<file path="src/rtl/fifo_wr_arbiter_pkg.sv">
// rtl/fifo_wr_arbiter_pkg.sv - shared types and round-robin pick helper for fifo_wr_arbiter
// Contents: arb_state_e (IDLE/BURST), WW_WIDTH (words_written width),
//           rr_pick(req, ptr, n) -> first set index of req searching upward from ptr+1 mod n.
package fifo_arb_pkg;

  localparam int WW_WIDTH = 16;

  typedef enum logic {
    IDLE  = 1'b0,
    BURST = 1'b1
  } arb_state_e;

  // req/ptr are zero-extended to the 8-producer maximum; n is the live producer count.
  // Offsets are scanned from farthest to nearest so the nearest set request wins.
  function automatic logic [2:0] rr_pick(input logic [7:0] req, input logic [2:0] ptr,
                                         input logic [3:0] n);
    logic [3:0] k;
    logic [2:0] res;
    res = '0;
    for (int i = 8; i >= 1; i--) begin
      k = {1'b0, ptr} + 4'(i);
      // ptr < n and i <= n, so one subtraction is a full modulo
      if (k >= n) k = k - n;
      if ((4'(i) <= n) && req[k[2:0]]) res = k[2:0];
    end
    return res;
  endfunction

endpackage

</file>
<file path="src/rtl/fifo_wr_arbiter_if.sv">
// rtl/fifo_wr_arbiter_if.sv - producer and FIFO write-port signals of fifo_wr_arbiter
// Producer side: req_valid/req_data/req_last in, req_ready out (per producer).
// FIFO side: fifo_wr_en/fifo_data_in out, fifo_full/fifo_wr_ack/fifo_overflow in.
// slave = the arbiter, master = the environment (producers plus FIFO).
interface fifo_wr_arbiter_if #(
  parameter int NUM_REQ    = 4,
  parameter int FIFO_WIDTH = 16
);
  logic [NUM_REQ-1:0]            req_valid;
  logic [NUM_REQ*FIFO_WIDTH-1:0] req_data;
  logic [NUM_REQ-1:0]            req_last;
  logic [NUM_REQ-1:0]            req_ready;
  logic                          fifo_wr_en;
  logic [FIFO_WIDTH-1:0]         fifo_data_in;
  logic                          fifo_full;
  logic                          fifo_wr_ack;
  logic                          fifo_overflow;

  modport slave (
    input  req_valid, req_data, req_last, fifo_full, fifo_wr_ack, fifo_overflow,
    output req_ready, fifo_wr_en, fifo_data_in
  );

  modport master (
    output req_valid, req_data, req_last, fifo_full, fifo_wr_ack, fifo_overflow,
    input  req_ready, fifo_wr_en, fifo_data_in
  );
endinterface

</file>
<file path="src/rtl/rr_arbiter_core.sv">
// rtl/rr_arbiter_core.sv - combinational round-robin priority pick
// Ports: req (request vector), ptr (last winner) in; idx (winner), any (some request set) out.
module rr_arbiter_core
  import fifo_arb_pkg::*;
#(
  parameter int NUM_REQ = 4
) (
  input  logic [NUM_REQ-1:0]         req,
  input  logic [$clog2(NUM_REQ)-1:0] ptr,
  output logic [$clog2(NUM_REQ)-1:0] idx,
  output logic                       any
);
  localparam int IDX_W = $clog2(NUM_REQ);

  logic [7:0] req_ext;
  logic [2:0] ptr_ext;
  logic [2:0] pick;

  always_comb begin
    req_ext = '0;
    req_ext[NUM_REQ-1:0] = req;
    ptr_ext = '0;
    ptr_ext[IDX_W-1:0] = ptr;
  end

  assign pick = rr_pick(req_ext, ptr_ext, 4'(NUM_REQ));
  assign idx  = pick[IDX_W-1:0];
  assign any  = |req;
endmodule

</file>
<file path="src/rtl/fifo_wr_arbiter.sv">
// rtl/fifo_wr_arbiter.sv - burst round-robin arbiter sharing one FIFO write port
// Ports: clk, rst (async active-high); bus (fifo_wr_arbiter_if.slave: producers + FIFO);
//        grant_valid/grant_id (active grant), err_overflow/err_ack (sticky errors),
//        words_written (wr_ack count, wraps).
module fifo_wr_arbiter
  import fifo_arb_pkg::*;
#(
  parameter int NUM_REQ    = 4,
  parameter int FIFO_WIDTH = 16,
  parameter int MAX_BURST  = 4
) (
  input  logic                       clk,
  input  logic                       rst,
  fifo_wr_arbiter_if.slave           bus,
  output logic                       grant_valid,
  output logic [$clog2(NUM_REQ)-1:0] grant_id,
  output logic                       err_overflow,
  output logic                       err_ack,
  output logic [WW_WIDTH-1:0]        words_written
);
  localparam int IDX_W = $clog2(NUM_REQ);

  arb_state_e       state, state_nxt;
  logic [IDX_W-1:0] rr_ptr;
  logic [IDX_W-1:0] pick_idx;
  logic             pick_any;
  logic [7:0]       beat_cnt;
  logic             ack_expected;
  logic             beat;
  logic             burst_end;

  rr_arbiter_core #(.NUM_REQ(NUM_REQ)) u_rr (
    .req (bus.req_valid),
    .ptr (rr_ptr),
    .idx (pick_idx),
    .any (pick_any)
  );

  assign grant_valid = (state == BURST);

  always_ff @(posedge clk or posedge rst) begin
    if (rst) state <= IDLE;
    else     state <= state_nxt;
  end

  always_comb begin
    state_nxt        = state;
    bus.req_ready    = '0;
    bus.fifo_wr_en   = 1'b0;
    bus.fifo_data_in = '0;
    beat             = 1'b0;
    burst_end        = 1'b0;
    case (state)
      IDLE: begin
        if (pick_any) state_nxt = BURST;
      end
      BURST: begin
        // ready tracks only FIFO space, so a full FIFO stalls the beat and the write together
        bus.req_ready[grant_id] = !bus.fifo_full;
        beat = bus.req_valid[grant_id] & !bus.fifo_full;
        bus.fifo_wr_en = beat;
        if (beat) bus.fifo_data_in = bus.req_data[grant_id*FIFO_WIDTH +: FIFO_WIDTH];
        // last and burst limit may coincide; either ends the same single burst
        burst_end = beat & (bus.req_last[grant_id] | (beat_cnt == 8'(MAX_BURST - 1)));
        if (burst_end) state_nxt = IDLE;
      end
      default: state_nxt = IDLE;
    endcase
  end

  always_ff @(posedge clk or posedge rst) begin
    if (rst) begin
      grant_id      <= '0;
      rr_ptr        <= IDX_W'(NUM_REQ - 1);
      beat_cnt      <= '0;
      err_overflow  <= 1'b0;
      err_ack       <= 1'b0;
      words_written <= '0;
      ack_expected  <= 1'b0;
    end else begin
      ack_expected <= bus.fifo_wr_en;
      if (state == IDLE && pick_any) begin
        grant_id <= pick_idx;
        beat_cnt <= '0;
      end else if (burst_end) begin
        rr_ptr   <= grant_id;
        grant_id <= '0;
        beat_cnt <= '0;
      end else if (beat) begin
        beat_cnt <= beat_cnt + 8'd1;
      end
      if (bus.fifo_overflow) err_overflow <= 1'b1;
      // an overflow cycle carries no ack, so the ack comparison is skipped there
      if (!bus.fifo_overflow && (bus.fifo_wr_ack != ack_expected)) err_ack <= 1'b1;
      if (bus.fifo_wr_ack) words_written <= words_written + 1'b1;
    end
  end
endmodule

</file>
<file path="src/flat_wrapper.sv">
// flat-port wrapper written by rule: the top's interface ports become plain ports
module fifo_wr_arbiter_flat import fifo_arb_pkg::*;
#(
  parameter int NUM_REQ    = 4,
  parameter int FIFO_WIDTH = 16,
  parameter int MAX_BURST  = 4
)
  (clk, rst, grant_valid, grant_id, err_overflow, err_ack, words_written, bus_req_valid, bus_req_data, bus_req_last, bus_fifo_full, bus_fifo_wr_ack, bus_fifo_overflow, bus_req_ready, bus_fifo_wr_en, bus_fifo_data_in);
  fifo_wr_arbiter_if #(.NUM_REQ(NUM_REQ), .FIFO_WIDTH(FIFO_WIDTH)) bus_i ();
  input  logic clk;
  input  logic rst;
  output logic grant_valid;
  output logic [$clog2(NUM_REQ)-1:0] grant_id;
  output logic err_overflow;
  output logic err_ack;
  output logic [WW_WIDTH-1:0] words_written;
  input wire logic [$bits(bus_i.req_valid)-1:0] bus_req_valid;
  input wire logic [$bits(bus_i.req_data)-1:0] bus_req_data;
  input wire logic [$bits(bus_i.req_last)-1:0] bus_req_last;
  input wire logic [$bits(bus_i.fifo_full)-1:0] bus_fifo_full;
  input wire logic [$bits(bus_i.fifo_wr_ack)-1:0] bus_fifo_wr_ack;
  input wire logic [$bits(bus_i.fifo_overflow)-1:0] bus_fifo_overflow;
  output wire logic [$bits(bus_i.req_ready)-1:0] bus_req_ready;
  output wire logic [$bits(bus_i.fifo_wr_en)-1:0] bus_fifo_wr_en;
  output wire logic [$bits(bus_i.fifo_data_in)-1:0] bus_fifo_data_in;
  assign bus_i.req_valid = bus_req_valid;
  assign bus_i.req_data = bus_req_data;
  assign bus_i.req_last = bus_req_last;
  assign bus_i.fifo_full = bus_fifo_full;
  assign bus_i.fifo_wr_ack = bus_fifo_wr_ack;
  assign bus_i.fifo_overflow = bus_fifo_overflow;
  assign bus_req_ready = bus_i.req_ready;
  assign bus_fifo_wr_en = bus_i.fifo_wr_en;
  assign bus_fifo_data_in = bus_i.fifo_data_in;
  fifo_wr_arbiter #(.NUM_REQ(NUM_REQ), .FIFO_WIDTH(FIFO_WIDTH), .MAX_BURST(MAX_BURST)) u_core (.clk(clk), .rst(rst), .bus(bus_i), .grant_valid(grant_valid), .grant_id(grant_id), .err_overflow(err_overflow), .err_ack(err_ack), .words_written(words_written));
endmodule
</file>
<file path="config.mk">
export PLATFORM = sky130hd
export DESIGN_NAME = fifo_wr_arbiter_flat
export DESIGN_NICKNAME = d
export VERILOG_FILES = /design/src/rtl/fifo_wr_arbiter_pkg.sv /design/src/rtl/fifo_wr_arbiter_if.sv /design/src/rtl/rr_arbiter_core.sv /design/src/rtl/fifo_wr_arbiter.sv /design/src/flat_wrapper.sv
export SDC_FILE = /design/constraint.sdc
export NUM_CORES = 1
export LEC_CHECK = 0
export BUFFER_PORTS_ARGS = -buffer_cell sky130_fd_sc_hd__buf_4
export CORE_AREA = 8 8 90 92
export CTS_CLUSTER_SIZE = 25
export DETAILED_ROUTE_END_ITERATION = 10
export DIE_AREA = 0 0 98 100
export PLACE_DENSITY_LB_ADDON = 0.12
export SYNTH_ARGS = -nofsm -noshare
export SYNTH_HDL_FRONTEND = slang
export SYNTH_SLANG_ARGS = --single-unit
</file>
<file path="constraint.sdc">
create_clock -name clk -period 5.9 [get_ports clk]
set_clock_uncertainty 0.1 [all_clocks]
set_input_delay 1.18 -clock clk [delete_from_list [all_inputs] [get_ports clk]]
set_output_delay 1.18 -clock clk [all_outputs]
set_load 0.01 [all_outputs]
</file>
# Word-level counts from Yosys, hierarchy flattened
# Cells that the tools add are included.
[classes] addsub=10 order_cmp=10 n_eq_ne=2 shift=1 mux=35 n_bitwise=6 reduce_logical=9
[ops] cell="variable part select 64 x 7 -> 16 bit" n=1
[ops] cell="two-way mux 16 bit" n=2
[ops] cell="two-way mux 8 bit" n=3
[ops] cell="adder 16 x 1 -> 16 bit (second input constant)" n=1
[ops] cell="less-than comparator 3 x 4 -> 1 bit (second input constant)" n=4
[ops] cell="binary-select mux 1 bit (select 3 bit)" n=4
[ops] cell="two-way mux 2 bit" n=6
[ops] cell="two-way mux 3 bit" n=4
[ops] cell="subtractor 3 bit (second input constant)" n=4
[ops] cell="two-way mux 1 bit" n=11
[ops] cell="greater-or-equal comparator 3 bit (second input constant)" n=3
[ops] cell="adder 8 x 1 -> 8 bit (second input constant)" n=1
[ops] cell="equality test 8 x 2 -> 1 bit (second input constant)" n=1
[ops] cell="adder 2 x 2 -> 3 bit (second input constant)" n=2
[ops] cell="adder 2 x 3 -> 4 bit (second input constant)" n=1
[ops] cell="bitwise AND 4 bit" n=1
[ops] cell="binary-select mux 1 bit (select 2 bit)" n=2
[ops] cell="greater-or-equal comparator 4 x 3 -> 1 bit (second input constant)" n=1
[ops] cell="two-way mux 4 bit" n=1
[ops] cell="OR reduction 4 bit" n=1
[ops] cell="adder 2 x 1 -> 3 bit (second input constant)" n=1
[ops] cell="logical AND 1 bit" n=3
[ops] cell="less-than comparator 2 x 3 -> 1 bit (second input constant)" n=1
[ops] cell="nonzero test 3 bit" n=1
[ops] cell="10 further kinds" n=13
[word_totals] register_bits=32 output_inout_bits=42 word_cells=81

# Logic depth before layout (Yosys ltp)
# Gate-level depths: netlist (run 1).
[depth] ltp_word=10 depth_mapped=8 depth_no_buf=6

# Cells and area by module
# From an unflattened synthesis (run 1), not the netlist that was laid out.
[hier_totals] cells_unflattened=217 hier_area_um2=2303.5
[by_module_without_submodules] module="fifo_wr_arbiter" n_inst=1 cells_each=181 area_each_um2=2045.7 seq_area_each_um2=803.3
[by_module_without_submodules] module="rr_arbiter_core" n_inst=1 cells_each=36 area_each_um2=257.7 seq_area_each_um2=0.0

# Worst setup path after synthesis (run 1)
# No wires, ideal clock.
[synth_path] path_type="input to output" start="input port bus_req_valid[3]" end="output port bus_fifo_data_in[10]" arrival_ns=2.094 slack_ns=2.526 path_stages=3 cell_sequence="mux4_2 -> clkbuf_1 -> and3_1"
[synth_between] elab_chain_cells=5
[synth_rtl] element="start: declaration" line="flat_wrapper.sv:17" rtl="input wire logic [$bits(bus_i.req_valid)-1:0] bus_req_valid;"
[synth_rtl] element="binary-select mux 1 bit (select 2 bit)" line="fifo_wr_arbiter.sv:60" rtl="beat = bus.req_valid[grant_id] & !bus.fifo_full;"
[synth_rtl] element="two-way mux 1 bit (implied by the code)" line="fifo_wr_arbiter.sv:60"
[synth_rtl] element="bitwise AND 1 bit" line="fifo_wr_arbiter.sv:60"
[synth_rtl] element="two-way mux 16 bit" line="fifo_wr_arbiter.sv:62" rtl="if (beat) bus.fifo_data_in = bus.req_data[grant_id*FIFO_WIDTH +: FIFO_WIDTH];"
[synth_rtl] element="two-way mux 16 bit" line="fifo_wr_arbiter.sv:53" rtl="case (state)"
[synth_rtl] element="end: declaration" line="flat_wrapper.sv:25" rtl="output wire logic [$bits(bus_i.fifo_data_in)-1:0] bus_fifo_data_in;"
# Every way passes these cells. The select of a mux whose other input is x is not followed.

# Worst setup path in the final report (run 1)
[layout_path] start="input port bus_fifo_full" end="output port bus_fifo_wr_en"
[layout_between] elab_chain_cells=3
[layout_rtl] element="start: declaration" line="flat_wrapper.sv:20" rtl="input wire logic [$bits(bus_i.fifo_full)-1:0] bus_fifo_full;"
[layout_rtl] element="logical NOT 1 bit" line="fifo_wr_arbiter.sv:60"
[layout_rtl] element="bitwise AND 1 bit" line="fifo_wr_arbiter.sv:60"
[layout_rtl] element="two-way mux 1 bit" line="fifo_wr_arbiter.sv:53"
[layout_rtl] element="end: declaration" line="flat_wrapper.sv:24" rtl="output wire logic [$bits(bus_i.fifo_wr_en)-1:0] bus_fifo_wr_en;"
# Every way passes these cells.

==> PnR_summary.wiki, run 1 <==
{| class="wikitable"
! Metric !! Value
|-
| Run status || finished clean
|-
| Cell area after placement || 3129 sq um
|-
| DRC violation total after the first TritonRoute iteration || 92
|-
| Worst hold path class || register to register
|-
| Count leader, synth || sky130_fd_sc_hd__dfrtp_1
|-
| Antenna diodes || 0
|-
| Synth Area in XOR/XNOR || 6.400%
|-
| Critical path cell sequence || buf_4, nor2b_1, nand2_4, inv_4, buf_4
|-
| Placer's final routability congestion estimate || 0.7948
|-
| RSZ-0062 raised after global routing || no
|-
| Cell family with most CP delay || simple AND/OR/NAND/NOR gates
|-
| Buf/Inv on CP || 3
|-
| Antenna violations before repair || 0
|-
| Number of max-cap violations || 0
|-
| Via count of the first global-routing pass || 2249
|-
| Area of the mapped netlist || 2190 sq um
|-
| Critical Path Fanout Max || 20
|-
| Crit Path Category || input pin to output port
|-
| Horiz. Die Dim || 98 um
|-
| Peak clock frequency supported by timing || 248.6 MHz
|-
| Comb pwr share || 50.5%
|-
| Total DRC errors in the routed layout || 0
|-
| Beginning of the worst hold path || u_core.err_overflow
|-
| Compound-cell area share of the yosys netlist || 8.971%
|-
| Depth of the worst register-to-register path || 5
|-
| Worst-case hold path end point || u_core.err_overflow
|-
| Critical R2R Launch || u_core.grant_id[1]
|-
| R2R Path End || u_core.rr_ptr[0]
|-
| Die Span Y || 100 um
|-
| Power density cells || 347.2 nW/um^2
|-
| Cell depth of the worst min-delay path || 1
|-
| Fraction of layout cells with a size suffix above 1 || 48.61%
|-
| Clock Pin Slew Worst Setup and Hold Paths || 70 ps
|-
| Sum of net half-perimeters after detailed placement || 5622 um
|-
| Total setup buffers inserted after CTS || 0
|-
| Ratio of routed vias to standard cells || 5.211
|-
| Final Util || 48.78%
|-
| Row count || 30
|-
| Mean instance size in the synthesized netlist || 10.58 sq um
|-
| Leakage power of the design || 0.001566 uW
|-
| Final Critical Period || 4023 ps
|-
| Largest net degree at the start of global routing || 33
|-
| Post-Place Setup Slack || 1824 ps
|-
| Post-Synth Simple-Gate Area || 21.43%
|-
| Endpoints failing setup || 0
|-
| Cells taking the most area after synthesis || sky130_fd_sc_hd__dfrtp_1 34%, sky130_fd_sc_hd__mux4_2 19%, sky130_fd_sc_hd__and3_1 6.3%, sky130_fd_sc_hd__xnor2_1 4.8%, sky130_fd_sc_hd__dfstp_2 2.4%
|-
| Synth area leader || sky130_fd_sc_hd__dfrtp_1
|-
| Cell Int Power || 716.0 uW
|-
| Overflow left after global routing || 0
|-
| Overall routed net length || 6985 um
|-
| Peak VDD IR || 118.2 uV
|-
| Slew at the pin with the worst max-slew slack || 1247 ps
|-
| Ranking of synthesized cells by instance count || 30 x sky130_fd_sc_hd__dfrtp_1, 22 x sky130_fd_sc_hd__and3_1, 18 x sky130_fd_sc_hd__mux4_2
|-
| Sum of negative setup slack || 0 ps
|-
| Switching power share of the total || 36.37%
|-
| Count of distinct cell types in the synthesized netlist || 44
|-
| Max Root-Sink Buffers || 2
|-
| Filler instances || 618
|-
| Count of buffers from port buffering || 118
|-
| Area grow syn2layout || 48.00%
|-
| Slew headroom || 16.67%
|-
| Combinational family with the most area after synthesis || simple AND/OR/NAND/NOR gates
|-
| Predominant post-synthesis flop cell || sky130_fd_sc_hd__dfrtp_1
|-
| Deepest level of the CTS H-tree || 2
|-
| Number of resized instances in the post-cts repair step || 0
|-
| Number of synthesized flops with an enable pin || 0
|-
| Switching component of the power || 409.3 uW
|-
| Final clock period utilization by the worst path || 68.18%
|-
| Power, Total || 1125 uW
|-
| Synthesized instance count || 207
|-
| Sequential share of power || 31.4%
|-
| Post-cts hold buffer count || 0
|-
| Most numerous cell on the critical path || sky130_fd_sc_hd__buf_4
|-
| Number of nets in the final layout || 402
|-
| CORE AREA || 6644 sq um
|-
| Boundary Pins || 119
|-
| Asr flop ratio synth || 100.0%
|-
| Multiplexer area fraction after synthesis || 20.86%
|-
| Worst skew pair latency || 280 ps
|-
| Endpoint class of the critical path || output port
|-
| Startpoint type of the worst setup path || input pin
|-
| Critical Path Slowest Stage Cell || sky130_fd_sc_hd__nor2b_1
|-
| Area share of the largest cell type after synthesis || 34.29%
|-
| DR WL/cell || 17.33 um
|-
| First-pass GRT wire length || 11300 um
|-
| Proportion of synthesized chip area in sequential cells || 36.69%
|-
| Endpoint arrival time on the critical path || 2740 ps
|-
| Setup slack of the worst register-to-register path || 3170 ps
|-
| Adder and majority gate portion of the synthesized area || 1.714%
|-
| FF+latch count, synth || 32
|-
| DRT Pass-1 Iters || 5
|-
| Fraction of power consumed by the clock network || 18.1%
|-
| Clk Tree Root Cell || sky130_fd_sc_hd__clkbuf_8
|-
| Antenna violation net count after detailed routing || 0
|-
| Number of CTS-inserted buffers || 5
|-
| Post-layout instance area || 3241 sq um
|-
| Hold Violations, Final || 0
|-
| Number of nets produced by synthesis || 287
|-
| Post-route setup slack || 1877 ps
|-
| Warning count from the yosys run || 0
|-
| Total die area || 9800 sq um
|-
| Total via count after detailed routing || 2100
|-
| Worst path required time || 4620 ps
|-
| TritonCTS sink count || 32
|-
| CTS tree || done
|-
| Combined global-route utilization of all metal layers || 14.22%
|-
| Effective utilization at floorplan || 32.96%
|-
| Delay of the slowest cell on the worst path || 940 ps
|-
| Final count of pins violating max slew || 0
|}
how the worst max path moves through the flow:
stage,from,slack [ps],endpoint,depth (start not counted)
2_1_floorplan,bus_req_valid[3],2530,bus_fifo_data_in[10],3
3_3_place_gp,bus_fifo_full,1890,bus_fifo_wr_en,5
3_5_place_dp,bus_fifo_full,1820,bus_fifo_wr_en,5
4_1_cts,bus_fifo_full,1820,bus_fifo_wr_en,5
5_1_grt,bus_fifo_full,1670,bus_fifo_wr_en,5
6_report,bus_fifo_full,1880,bus_fifo_wr_en,5
worst reg2reg max path, stage by stage, from the launching register on:
cell                      delay [ps]
sky130_fd_sc_hd__dfrtp_1         980
sky130_fd_sc_hd__mux4_2          620
sky130_fd_sc_hd__nand2_4         140
sky130_fd_sc_hd__inv_4           180
sky130_fd_sc_hd__and2_1          320
sky130_fd_sc_hd__mux2_4          330
power by group through the flow:
stage	Combinational, uW	Sequential [uW]	Clock [uW]
floorplan	387	332	0
global placement	575	357	0
global route	621	366	223
detailed placement	576	359	0
CTS	578	354	212
finish	569	353	204
state kept, by name (all words and copies together), names as in the netlist:
register              cells
u_core.grant_valid        1
u_core.ack_expected       1
u_core.err_ack            1
u_core.beat_cnt           8
u_core.grant_id           2
u_core.rr_ptr             2
u_core.err_overflow       1
u_core.words_written     16
routing by layer:
layer,wire (um),GRT usage [%],part of all wire [%],up-vias
li1,-,-,-,999
met1,2566,13.97,37,997
met2,3485,25.29,50,94
met3,790,7.336,11,10
met4,142,4.796,2.0,0
met5,0,0,0,-
layout by cell type, fill, tap and decap left out, types with 6 or more instances in the layout:
cell                        n
sky130_fd_sc_hd__buf_4    120
sky130_fd_sc_hd__nor3_1     6
sky130_fd_sc_hd__mux4_2    18
sky130_fd_sc_hd__and3_1    22
sky130_fd_sc_hd__nor2_1    13
sky130_fd_sc_hd__o21ai_0   10
sky130_fd_sc_hd__nand3_1   10
sky130_fd_sc_hd__dfrtp_1   30
sky130_fd_sc_hd__nand2_1   12
sky130_fd_sc_hd__a21oi_1    9
sky130_fd_sc_hd__xnor2_1   12
per-stage QoR:
stage	hold slack (ps)	cells
after global placement	357.5	395
after CTS	373.6	403
after floorplan	407.5	207
after detailed placement	355.7	395
after global routing	393.7	403
final	367.6	403
layout make-up:
type,instances,area (sq um),area share [%]
tap,80,100.1,3.089
timing repair buffer,120,900.9,27.80
inverter,6,25.02,0.7722
clock inverter,3,42.54,1.313
clock buffer,5,68.82,2.124
sequential,32,803.3,24.79
multi-input combinational,157,1300,40.12
logic make-up (layout without fill, tap and decap cells):
kind of cell	Yosys count	in the layout
AOI/OAI and AO/OA	31	31
DFF	32	32
muxes	22	22
adders and majority gates	3	3
xor gates and xnor gates	16	16
buffers and inverters	18	134
and+or+nand+nor	85	85
Power figures use the tool's default switching activity.
==> inputs of run 2 (changes only) <==
==> constraint.sdc (replaced) <==
create_clock -name clk -period 3.5 [get_ports clk]
set_clock_uncertainty 0.1 [all_clocks]
set_input_delay 0.7 -clock clk [delete_from_list [all_inputs] [get_ports clk]]
set_output_delay 0.7 -clock clk [all_outputs]
set_load 0.01 [all_outputs]
==> PnR_summary.wiki, run 2 (synthesis results as in run 1) <==
{| class="wikitable"
! Metric !! Value
|-
| Overall routed net length || 6983 um
|-
| Peak VDD IR || 207.5 uV
|-
| Critical Path Fanout Max || 21
|-
| Final count of pins violating max slew || 0
|-
| Endpoint class of the critical path || output port
|-
| Flip-flop count of the largest register after layout || 16
|-
| Total via count after detailed routing || 2088
|-
| First-pass GRT wire length || 11000 um
|-
| Peak clock frequency supported by timing || 353.5 MHz
|-
| Placer's final routability congestion estimate || 0.7633
|-
| Slew at the pin with the worst max-slew slack || 549.3 ps
|-
| Gr busiest metal || met2
|-
| Number of CTS-inserted buffers || 5
|-
| RSZ-0062 raised after global routing || no
|-
| Total DRC errors in the routed layout || 0
|-
| Effective utilization at floorplan || 32.96%
|-
| DRT Pass-1 Iters || 4
|-
| Die Span Y || 100 um
|-
| Number of resized instances in the post-cts repair step || 0
|-
| Sum of net half-perimeters after detailed placement || 5704 um
|-
| Antenna diodes || 0
|-
| Met2 track demand over resource || 25.76%
|-
| Endpoint arrival time on the critical path || 2030 ps
|-
| Fraction of layout cells with a size suffix above 1 || 48.62%
|-
| Power, Total || 1897 uW
|-
| Post-route setup slack || 671.0 ps
|-
| Count of buffers from port buffering || 118
|-
| Run status || finished clean
|-
| Switching component of the power || 683.9 uW
|-
| Met1 Use GR || 13.25%
|-
| Max Root-Sink Buffers || 2
|-
| Row count || 30
|-
| Endpoints failing setup || 0
|-
| Switching power share of the total || 36.06%
|-
| Comb pwr share || 52.4%
|-
| Sequential share of power || 29.5%
|-
| Horiz. Die Dim || 98 um
|-
| Clk Tree Root Cell || sky130_fd_sc_hd__clkbuf_8
|-
| Total setup buffers inserted after CTS || 0
|-
| Clock Pin Slew Worst Setup and Hold Paths || 70 ps
|-
| Crit Path Category || register to output port
|-
| Filler instances || 640
|-
| Fraction of power consumed by the clock network || 18.1%
|-
| Deepest level of the CTS H-tree || 2
|-
| Largest net degree at the start of global routing || 33
|-
| Final Hold Slack || 367.1 ps
|-
| Number of nets in the final layout || 404
|-
| Grt met3 use || 6.782%
|-
| Top reg by flops || u_core.words_written
|-
| CORE AREA || 6644 sq um
|-
| Finished Layout Cells || 405
|-
| Worst path required time || 2700 ps
|-
| Worst hold path class || register to register
|-
| Leakage power of the design || 0.001577 uW
|-
| Cell Int Power || 1213 uW
|-
| Post-cts hold buffer count || 0
|-
| DRC violation total after the first TritonRoute iteration || 55
|-
| Register Area || 803.3 sq um
|-
| Antenna violations before repair || 0
|-
| Number of placed instances with taps included || 397
|-
| Combined global-route utilization of all metal layers || 13.89%
|-
| Final Critical Period || 2829 ps
|-
| Multi-input logic area || 1300 sq um
|-
| Worst skew pair latency || 280 ps
|-
| Commonest non-fill, non-tap cells in the layout || 122 x sky130_fd_sc_hd__buf_4, 30 x sky130_fd_sc_hd__dfrtp_1, 22 x sky130_fd_sc_hd__and3_1, 18 x sky130_fd_sc_hd__mux4_2, 13 x sky130_fd_sc_hd__nor2_1
|-
| Antenna violation net count after detailed routing || 0
|-
| Startpoint type of the worst setup path || register
|-
| TritonCTS sink count || 32
|-
| Via count of the first global-routing pass || 2184
|-
| DR WL/cell || 17.24 um
|-
| Post-Place Setup Slack || 799.1 ps
|-
| Overflow left after global routing || 0
|-
| Ratio of routed vias to standard cells || 5.156
|-
| Boundary Pins || 119
|-
| Area grow syn2layout || 48.51%
|-
| Power density cells || 583.3 nW/um^2
|-
| Sum of negative setup slack || 0 ps
|-
| Slew headroom || 63.30%
|-
| Number of max-cap violations || 0
|-
| Hold Violations, Final || 0
|-
| Most frequent standard cell in the layout excluding fill and tap cells || sky130_fd_sc_hd__buf_4
|-
| Registers with the most flip-flops || u_core.words_written x16, u_core.beat_cnt x8
|-
| CTS tree || done
|-
| Final clock period utilization by the worst path || 80.83%
|-
| Total die area || 9800 sq um
|}
run 2: changes by cell type in the layout (fill, tap and decap cells not counted), sizes merged:
cell,before,now
clkbuf,5,6
clkinvlp,1,0
buf,120,122
run 2: final timing paths:
| path | slack, ps | cells after the start | start | to |
|---|---|---|---|---|
| setup / recovery | 670 | 4 | u_core.grant_id[0] | bus_fifo_data_in[13] |
| hold / removal | 370 | 1 | u_core.err_overflow | u_core.err_overflow |
| setup reg to reg | 1000 | 6 | u_core.grant_id[0] | u_core.beat_cnt[3] |
| hold reg to reg | 370 | 1 | u_core.err_overflow | u_core.err_overflow |
| max in group asynchronous | 2560 | 3 | rst | u_core.rr_ptr[0] |
| min in group asynchronous | 410 | 3 | rst | u_core.words_written[11] |
run 2: power by group through the flow:
stage	registers, uW	clock network, uW	logic [uW]
2_1_floorplan	560	0	652
6_report	560	344	993
5_1_grt	579	374	1090
4_1_cts	564	357	1010
3_3_place_gp	569	0	1000
3_5_place_dp	571	0	1010
run 2: critical path, stage by stage (launching register included):
cell and delay [ps]:
sky130_fd_sc_hd__dfrtp_1 460, sky130_fd_sc_hd__buf_4 390, sky130_fd_sc_hd__mux4_2 560, sky130_fd_sc_hd__and3_1 190, sky130_fd_sc_hd__buf_4 140
run 2: per-stage QoR:
stage               util [%]  cell area [sq um]
floorplan                  -               2190
global placement       47.33               3144
detailed placement     47.33               3144
CTS                    48.95               3252
global route           48.95               3252
finish                 48.95               3252
run 2: area by class of cell:
cell class              count  share of cell area, %
flip-flops and latches     32                  24.70
well taps                  80                  3.078
repair buffers            122                  28.16
inverters                   6                 0.7695
clock buffers               6                  2.232
multi-input cells         157                  39.98
clock inverters             2                  1.077
run 2: metal layers:
| layer | part of all wire, % | vias to the layer above |
|---|---|---|
| met5 | 0 | - |
| met4 | 0.93 | 0 |
| met3 | 11 | 4 |
| met2 | 52 | 77 |
| met1 | 36 | 1003 |
| li1 | - | 1004 |
